==> src/rtl/blob_centroid_pkg.sv <==
// Shared types and default widths for the blob centroid datapath.
// The divider width helper keeps the top and its dividers in agreement.
package blob_centroid_pkg;

  localparam int unsigned X_WIDTH_DEF    = 11;
  localparam int unsigned Y_WIDTH_DEF    = 10;
  localparam int unsigned COUNT_W_DEF    = 20;
  localparam int unsigned MIN_PIXELS_DEF = 16;

  typedef enum logic [1:0] {
    IDLE,
    DIVIDE,
    DONE
  } state_e;

  // Both dividers run over the wider (x) sum so they finish on the same cycle.
  function automatic int unsigned div_width(input int unsigned coord_w,
                                            input int unsigned count_w);
    return coord_w + count_w;
  endfunction

endpackage

==> src/rtl/serial_divider.sv <==
// Restoring serial divider: one quotient bit per cycle, W cycles after start.
// done is high during the cycle whose clock edge retires the final bit.
module serial_divider #(
  parameter int unsigned W  = 31,
  parameter int unsigned DW = 20,
  parameter int unsigned QW = 11
) (
  input  logic          clk_in,
  input  logic          rst_in,
  input  logic          start,
  input  logic [W-1:0]  dividend,
  input  logic [DW-1:0] divisor,
  output logic [QW-1:0] quotient,
  output logic          done
);

  localparam int unsigned CW = $clog2(W + 1);

  logic          busy_q, busy_d;
  logic [CW-1:0] cnt_q, cnt_d;
  logic [W-1:0]  quo_q, quo_d;
  logic [DW-1:0] rem_q, rem_d;
  logic [DW:0]   trial;
  logic [DW:0]   diff;

  always_comb begin
    busy_d = busy_q;
    cnt_d  = cnt_q;
    quo_d  = quo_q;
    rem_d  = rem_q;
    trial  = {rem_q, quo_q[W-1]};
    diff   = trial - {1'b0, divisor};
    if (start) begin
      busy_d = 1'b1;
      cnt_d  = CW'(W);
      quo_d  = dividend;
      rem_d  = '0;
    end else if (busy_q) begin
      if (trial >= {1'b0, divisor}) begin
        rem_d = diff[DW-1:0];
        quo_d = {quo_q[W-2:0], 1'b1};
      end else begin
        rem_d = trial[DW-1:0];
        quo_d = {quo_q[W-2:0], 1'b0};
      end
      cnt_d  = cnt_q - CW'(1);
      busy_d = (cnt_q != CW'(1));
    end
  end

  // NOTE: sequential state uses non-blocking assignments so every flop samples
  // pre-edge values; blocking here would create order-dependent simulation.
  always_ff @(posedge clk_in) begin
    if (rst_in) begin
      busy_q <= 1'b0;
      cnt_q  <= '0;
    end else begin
      busy_q <= busy_d;
      cnt_q  <= cnt_d;
    end
  end

  // NOTE: the shift registers are pure datapath reloaded on every start, so
  // they carry no reset; only the control flops above need one.
  always_ff @(posedge clk_in) begin
    quo_q <= quo_d;
    rem_q <= rem_d;
  end

  assign done     = busy_q && (cnt_q == CW'(1));
  assign quotient = quo_q[QW-1:0];

endmodule

==> src/rtl/blob_centroid.sv <==
// Frame centroid of thresholded pixels: accumulate x/y sums, divide at frame end.
// Define BLOB_CENTROID_MIN_PIXELS_EN to suppress frames below MIN_PIXELS pixels.
module blob_centroid
  import blob_centroid_pkg::*;
#(
  parameter int unsigned X_WIDTH    = X_WIDTH_DEF,
  parameter int unsigned Y_WIDTH    = Y_WIDTH_DEF,
  parameter int unsigned COUNT_W    = COUNT_W_DEF,
  parameter int unsigned MIN_PIXELS = MIN_PIXELS_DEF
) (
  input  logic               clk_in,
  input  logic               rst_in,
  input  logic [X_WIDTH-1:0] x_in,
  input  logic [Y_WIDTH-1:0] y_in,
  input  logic               valid_in,
  input  logic               tabulate_in,
  output logic [X_WIDTH-1:0] x_out,
  output logic [Y_WIDTH-1:0] y_out,
  output logic               valid_out
);

  localparam int unsigned D    = div_width(X_WIDTH, COUNT_W);
  localparam int unsigned XS_W = X_WIDTH + COUNT_W;
  localparam int unsigned YS_W = Y_WIDTH + COUNT_W;

`ifdef BLOB_CENTROID_MIN_PIXELS_EN
  localparam bit MIN_EN = 1'b1;
`else
  localparam bit MIN_EN = 1'b0;
`endif

  state_e              state_q, state_d;
  logic [XS_W-1:0]     x_sum_q, x_sum_d;
  logic [YS_W-1:0]     y_sum_q, y_sum_d;
  logic [COUNT_W-1:0]  count_q, count_d;
  logic [COUNT_W-1:0]  op_count_q, op_count_d;
  logic [X_WIDTH-1:0]  x_out_q, x_out_d;
  logic [Y_WIDTH-1:0]  y_out_q, y_out_d;
  logic                valid_out_q, valid_out_d;

  logic                accept;
  logic [XS_W-1:0]     close_x;
  logic [YS_W-1:0]     close_y;
  logic [COUNT_W-1:0]  close_count;
  logic                report;
  logic                start;
  logic [X_WIDTH-1:0]  x_quo;
  logic [Y_WIDTH-1:0]  y_quo;
  logic                x_done, y_done;

  // A saturated counter freezes the whole frame so sums stay consistent with it.
  assign accept      = valid_in && (count_q != '1);
  assign close_x     = x_sum_q + (accept ? XS_W'(x_in) : '0);
  assign close_y     = y_sum_q + (accept ? YS_W'(y_in) : '0);
  assign close_count = count_q + COUNT_W'(accept);
  assign report      = (close_count != '0) &&
                       (!MIN_EN || (close_count >= COUNT_W'(MIN_PIXELS)));
  assign start       = tabulate_in && (state_q == IDLE) && report;

  always_comb begin
    x_sum_d    = x_sum_q;
    y_sum_d    = y_sum_q;
    count_d    = count_q;
    op_count_d = op_count_q;
    if (start) op_count_d = close_count;
    if (tabulate_in) begin
      x_sum_d = '0;
      y_sum_d = '0;
      count_d = '0;
    end else if (accept) begin
      x_sum_d = close_x;
      y_sum_d = close_y;
      count_d = close_count;
    end
  end

  always_comb begin
    state_d     = state_q;
    x_out_d     = x_out_q;
    y_out_d     = y_out_q;
    valid_out_d = 1'b0;
    case (state_q)
      IDLE:    if (start) state_d = DIVIDE;
      DIVIDE:  if (x_done && y_done) state_d = DONE;
      DONE: begin
        x_out_d     = x_quo;
        y_out_d     = y_quo;
        valid_out_d = 1'b1;
        state_d     = IDLE;
      end
      default: state_d = IDLE;
    endcase
  end

  always_ff @(posedge clk_in) begin
    if (rst_in) begin
      state_q     <= IDLE;
      x_sum_q     <= '0;
      y_sum_q     <= '0;
      count_q     <= '0;
      op_count_q  <= '0;
      x_out_q     <= '0;
      y_out_q     <= '0;
      valid_out_q <= 1'b0;
    end else begin
      state_q     <= state_d;
      x_sum_q     <= x_sum_d;
      y_sum_q     <= y_sum_d;
      count_q     <= count_d;
      op_count_q  <= op_count_d;
      x_out_q     <= x_out_d;
      y_out_q     <= y_out_d;
      valid_out_q <= valid_out_d;
    end
  end

  // The divisor comes from op_count_q, loaded on the same edge as start.
  serial_divider #(.W(D), .DW(COUNT_W), .QW(X_WIDTH)) u_x_div (
    .clk_in   (clk_in),
    .rst_in   (rst_in),
    .start    (start),
    .dividend (D'(close_x)),
    .divisor  (op_count_q),
    .quotient (x_quo),
    .done     (x_done)
  );

  serial_divider #(.W(D), .DW(COUNT_W), .QW(Y_WIDTH)) u_y_div (
    .clk_in   (clk_in),
    .rst_in   (rst_in),
    .start    (start),
    .dividend (D'(close_y)),
    .divisor  (op_count_q),
    .quotient (y_quo),
    .done     (y_done)
  );

  assign x_out     = x_out_q;
  assign y_out     = y_out_q;
  assign valid_out = valid_out_q;

endmodule

==> config.mk <==
export PLATFORM = sky130hd
export DESIGN_NAME = blob_centroid
export DESIGN_NICKNAME = d
export VERILOG_FILES = /design/src/rtl/blob_centroid_pkg.sv /design/src/rtl/serial_divider.sv /design/src/rtl/blob_centroid.sv
export SDC_FILE = /design/constraint.sdc
export NUM_CORES = 1
export LEC_CHECK = 0
export CORE_ASPECT_RATIO = 1.1
export CORE_MARGIN = 5
export CORE_UTILIZATION = 60
export DETAILED_ROUTE_END_ITERATION = 10
export GPL_ROUTABILITY_DRIVEN = 0
export PLACE_DENSITY = 0.78
export SLEW_MARGIN = 20
export SYNTH_ARGS = -nofsm -noshare
export SYNTH_HDL_FRONTEND = slang
export SYNTH_SLANG_ARGS = --single-unit
==> constraint.sdc <==
create_clock -name clk_in -period 6.8 [get_ports clk_in]
set_input_delay 0.68 -clock clk_in [delete_from_list [all_inputs] [get_ports clk_in]]
set_output_delay 0.68 -clock clk_in [all_outputs]
set_load 0.1 [all_outputs]
==> impl_metrics.csv, run 1 <==
group,metric,value,unit
drt,met1Wirelength,13100,um
synthesis,yosysSeqAreaShare,38.3,%
floorplanning,initial_core_util,61.2,%
sta,slew_viol_final,0,
drt,wirelength,30100,um
drt,wl_met2,14500,um
synthesis,synth_edf_count,61,
layout,drive_gt1_share,8.46,%
synthesis,yosys_warnings,0,
sta,fin_worst_skew,0.0194,ns
synthesis,synthArstFlopShare,0,%
drt,dr.pass1.iters,5,
setup_path,crit_fanout,59,
pwr,ir_worst_vdd,252,uV
sta,setup_viol,0,
synthesis,netlist.area_leader.share,25.3,%
grt,grt_max_degree,139,
clocking,htreeDepth,1,
sta,period_minus_slack,4.67,ns
placed_design,place_area,14600,um^2
pwr,internal_power,0.00354,W
clocking,clock-root-buffer,"clkbuf_16",
pwr,pwr-share-clk,27.0,%
grt,antenna_found_initial,0,
setup_path,required,7.07,ns
floorplanning,die_h,171,um
grt,grt_pass1_wl,50900,um
floorplanning,pin_count,47,
setup_path,critPathKind,"flip-flop to flip-flop",
clocking,clkTransAtPathRegs,0.06,ns
placed_design,place_inst,1881,
synthesis,synth.top_cells.by_area,"dfxtp_1, edfxtp_1, nor2_1",
layout,final_cells,1931,
drt,drt_iter0_markers,574,
drt,vias,11200,
synthesis,synth.avg_cell_area,8.73,um^2
sta,finalCritPeriodShare,68.7,%
pwr,switchingPower,0.00199,W
sta,fmax,214,MHz
pwr,power_leakage,5.56,nW
sta,hold_viol,0,
sta,relSlewSlack,29.8,%
sta,max_slew.worst_pin.slew,1.03,ns
setup_path,crit_path_end_kind,"flip-flop",
floorplanning,die-area,26600,um^2
drt,drt-wirelength-per-cell,15.6,um
setup_path,critPathArrivalTime,4.94,ns
pwr,p_sw_share,36.0,%
sta,rsz0062_at_grt,"no",
synthesis,syn_area,14100,um^2
synthesis,synth.largest_area_cell,"dfxtp_1",
synthesis,ys_ff_latch,239,
layout,syn_to_final_growth,10.1,%
clocking,clock-sinks,239,
grt,grt_pass1_vias,10800,
synthesis,yosysMostFrequentCell,"nor2_1",
floorplanning,coreArea,23000,um^2
clocking,clk_path_buf_depth,3,
synthesis,synth_ff_type,"dfxtp_1",
layout,nets,1706,
synthesis,yosys-top-cells-count,"nor2_1, dfxtp_1, nand2_1",
floorplanning,std_cell_rows,58,
drt,vias_per_cell,5.78,
clocking,cts_resized,0,
drt,drc,0,
drt,top_layer,"met4",
clocking,cts_hold_buffers,0,
floorplanning,die_w,156,um
pwr,seqPwrFrac,32.4,%
min_path,hold_class,"flip-flop to flip-flop",
grt,grt_usage,22.6,%
drt,wl_met3,1220,um
setup_path,start_kind,"flip-flop",
layout,fin_area,15500,um^2
placed_design,dpl.hpwl,20300,um
grt,gr-total-overflow,0,
drt,drt.antenna.violating_nets,0,
run_status,status,"finished, final reports clean",
sta,fin_tns_setup,0,ns
clocking,cts_buffers,27,
pwr,total_power,0.00554,W
synthesis,synth.distinct_cells,76,
clocking,postCtsSetupRepairBufs,0,
layout,diodes,0,
synthesis,synth_fp_nets,1710,
synthesis,synthCells,1614,
pwr,power_frac_comb,40.6,%
clocking,cts_tree,"built",
placed_design,port_buffers,46,
pwr,powerDensity,357,nW/um^2
job,drv_cap,0,
clocking,clock_latency,0.55,ns
-- cell type report --
type	instances	area, um^2
Clock inverter	13	165
Fill cell	1852	7490
Sequential cell	239	5400
Tap cell	300	375
Inverter	49	184
Clock buffer	37	763
Timing Repair Buffer	57	551
Multi-Input combinational cell	1236	8080
-- kinds of logic after synthesis --
logic type	synth area share, %
and+or+nand+nor	20.5
muxes	4.26
buffers and inverters	4.54
adders and majority gates	6.52
DFF	38.3
AOI/OAI and AO/OA	15.8
xor gates and xnor gates	10.1
-- layer usage --
metal	vias to the layer above	track usage, %
met5	-	0
met3	84	3.04
met4	0	8.45
met2	226	39.9
li1	5628	-
met1	5231	28.0
-- cell usage in the layout (no fill, tap or decap), types with 12 or more instances in the layout --
cell,count
o21ai_0,36
a21o_1,18
dfxtp_1,176
and2_1,27
a211oi_2,32
and3_1,12
nor3_1,46
clkdlybuf4s50_1,45
clkbuf_16,27
mux2i_1,34
nand4_1,20
a21oi_1,130
nand3_1,39
inv_1,48
or3_1,15
ha_1,67
xnor2_1,101
nor2_1,249
nand2_1,161
a211oi_1,22
a31oi_1,13
edfxtp_1,61
xor2_1,61
-- through the flow --
step	hold WS, ns	worst slack, ns	util, %
6_report	0.456	2.13	67.4
5_1_grt	0.473	1.79	67.4
4_1_cts	0.459	2.14	67.4
3_5_place_dp	0.449	2.10	63.4
3_3_place_gp	0.444	2.18	63.4
2_1_floorplan	0.441	2.06	-
-- flip-flops by register name, indices dropped and copies added, names as in the netlist, 10 cells and up --
name,count
count_q,20
op_count_q,20
u_x_div.quo_q,31
u_x_div.rem_q,20
u_y_div.quo_q,31
u_y_div.rem_q,20
x_out,11
x_sum_q,31
y_out,10
y_sum_q,30
-- worst paths after layout --
path | from | slack, ns | cells after the start | end
max | count_q[7] | 2.13 | 17 | u_y_div.quo_q[23]
min | y_out[0] | 0.46 | 2 | y_out[0]
min reg2reg | y_out[0] | 0.46 | 2 | y_out[0]
max reg2reg | count_q[7] | 2.13 | 17 | u_y_div.quo_q[23]
-- power by group through the flow --
stage / Sequential, W / Clock, W / Combinational, W
floorplan: 0.00178 / 0 / 0.00184
detailed placement: 0.00182 / 0 / 0.00221
global placement: 0.00182 / 0 / 0.00216
finish: 0.00179 / 0.00149 / 0.00225
global route: 0.00182 / 0.00159 / 0.00249
CTS: 0.00179 / 0.00153 / 0.00224
-- critical path, cell delays in order (launching register included) --
cell      delay [ns]
dfxtp_1         0.46
nand3_1         0.26
nor2_1          0.19
inv_1           0.09
o41ai_4         0.34
clkinv_1        0.15
buf_4           0.32
nand2_1         0.20
inv_1           0.06
ha_1            0.27
a21o_1          0.12
a21oi_1         0.13
o211ai_1        0.25
a32o_1          0.28
nand3_1         0.58
nor3_1          0.45
xnor2_1         0.16
a21oi_1         0.09
Power figures use the tool's default switching activity.
==> run 2: changes to the inputs <==
==> constraint.sdc (replaced) <==
create_clock -name clk_in -period 4.55 [get_ports clk_in]
set_input_delay 0.455 -clock clk_in [delete_from_list [all_inputs] [get_ports clk_in]]
set_output_delay 0.455 -clock clk_in [all_outputs]
set_load 0.1 [all_outputs]
==> run 2 against run 1 <==
Net effect:
- utilization grew 0.41 points
- global-route usage grew 0.99 points
- sequential power grew 51%
- worst hold slack gained 0.0031 ns
- final area grew 0.61%
- clock-buffer cell count shrank 7
- first-iteration DRC count grew 26%
- critical path type unchanged
- largest power group unchanged
==> impl_metrics.csv, run 2 (same netlist as run 1, synthesis figures left out) <==
group,metric,value,unit
setup_path,crit_path_end_kind,"flip-flop",
floorplanning,die_w,156,um
layout,register_area,5400,um^2
layout,n_fill_cell,1837,
floorplanning,coreArea,23000,um^2
pwr,ir_worst_vdd,344,uV
layout,fin_area,15600,um^2
drt,drt_iter0_markers,721,
sta,setup_slack,0.285,ns
sta,finalCritPeriodShare,93.7,%
placed_design,port_buffers,46,
drt,vias_per_cell,5.84,
clocking,cts_buffers,27,
layout,layout_commonest_cell,"nor2_1",
floorplanning,die-area,26600,um^2
placed_design,place_inst,1894,
layout,final_cells,1944,
sta,hold_viol,0,
pwr,power_leakage,5.60,nW
setup_path,crit_path_max_incr_delay,0.46,ns
floorplanning,die_h,171,um
layout,top_regs,"u_x_div.quo_q: 31 flops, u_y_div.quo_q: 31 flops, x_sum_q: 31 flops",
placed_design,place_area,14700,um^2
sta,relSlewSlack,30.8,%
grt,grt_pass1_wl,53200,um
floorplanning,initial_core_util,61.2,%
clocking,cts_tree,"built",
sta,fin_worst_skew,0.0245,ns
job,drv_cap,0,
grt,grt_pass1_vias,11100,
sta,period_minus_slack,4.27,ns
clocking,clock-root-buffer,"clkbuf_16",
setup_path,critPathKind,"flip-flop to flip-flop",
setup_path,cp_common_cell,"a21oi_1",
placed_design,dpl.hpwl,21300,um
setup_path,path_cells,"nand4_2 > nor2_1 > inv_1 > o41ai_4 > inv_2 > buf_12 > and2_1 > ha_1 > fa_1 > a21o_1 > a21oi_1 > o21ai_1 > a31o_2 > nand2_1 > nor3_1 > xnor2_1 > a21oi_1",
layout,diodes,0,
drt,dr.pass1.iters,5,
sta,fmax,234,MHz
sta,setup_viol,0,
grt,gr-total-overflow,0,
drt,drc,0,
clocking,htreeDepth,1,
pwr,powerDensity,531,nW/um^2
layout,nets,1719,
setup_path,critPathArrivalTime,4.53,ns
floorplanning,pin_count,47,
clocking,clkTransAtPathRegs,0.06,ns
layout,layout_common_cells,"nor2_1, dfxtp_1, nand2_1",
clocking,clk_path_buf_depth,3,
sta,slew_viol_final,0,
clocking,clock-sinks,239,
run_status,status,"finished, final reports clean",
grt,antenna_found_initial,0,
layout,syn_to_final_growth,10.8,%
setup_path,slowest_stage,"dfxtp_1",
drt,wirelength,31600,um
setup_path,crit_fanout,48,
setup_path,startpoint,"count_q[12]",
grt,grt_usage,23.6,%
setup_path,timing.rr.start,"count_q[12]",
setup_path,required,4.81,ns
drt,drt-wirelength-per-cell,16.3,um
layout,multi_input_area,8080,um^2
setup_path,start_kind,"flip-flop",
clocking,clock_latency,0.55,ns
floorplanning,std_cell_rows,58,
drt,drt.antenna.violating_nets,0,
min_path,min_from,"x_out[6]",
placed_design,place_ws,0.126,ns
grt,grt_max_degree,64,
sta,fin_tns_setup,0,ns
sta,max_slew.worst_pin.slew,1.04,ns
min_path,hold_class,"flip-flop to flip-flop",
layout,drive_gt1_share,9.18,%
sta,rsz0062_at_grt,"no",
drt,vias,11400,
clocking,cts_hold_buffers,0,
## run 2: metrics by stage
step / hold slack (ns) / total power, W / utilization [%]
after floorplan: 0.441 / 0.00542 / -
after global placement: 0.443 / 0.00597 / 63.9
after detailed placement: 0.446 / 0.00606 / 63.9
after CTS: 0.462 / 0.00830 / 67.8
after global routing: 0.482 / 0.00882 / 67.8
final: 0.459 / 0.00829 / 67.8
## run 2: worst max-delay path: cells and delay by family (launching register included)
family | cells | cell delay [ns]
buf+inv | 3 | 0.39
simple gates | 5 | 0.88
fa+ha+maj | 2 | 0.63
flops | 1 | 0.46
xor+xnor | 1 | 0.15
compound gates | 6 | 1.44
## run 2: per-layer routing
layer / routed length (um) / part of all wire, % / track usage (%) / vias up
met1: 13700 / 43 / 29.1 / 5372
met4: 1100 / 3.5 / 8.79 / 0
li1: - / - / - / 5655
met5: 0 / 0 / 0 / -
met2: 15600 / 49 / 41.6 / 255
met3: 1300 / 4.1 / 3.52 / 74
## run 2: what timing repair did
action,4_1_cts,5_1_grt
endpoints found under the setup margin,0,60
gates resized for setup,0,5
endpoints found under the hold margin,0,0
buffers inserted,0,0
## run 2: worst paths after layout
path / end / slack [ns] / depth (start not counted)
setup / recovery: u_x_div.quo_q[28] / 0.28 / 17
hold reg to reg: x_out[6] / 0.46 / 2
setup reg to reg: u_x_div.quo_q[28] / 0.28 / 17
hold / removal: x_out[6] / 0.46 / 2
## run 2: area by class of cell
cell class | instances | area share [%]
clock inverter | 20 | 1.37
inverter | 49 | 1.18
multi-input combinational | 1236 | 51.8
sequential | 239 | 34.6
tap | 300 | 2.41
clock buffer | 30 | 4.40
timing repair buffer | 70 | 4.26
## run 2: where the power goes
part	switching, W	internal, W	total (W)
clock	0.000902	0.00132	0.00222
sequential	0.000205	0.00249	0.00270
combinational	0.00190	0.00147	0.00337
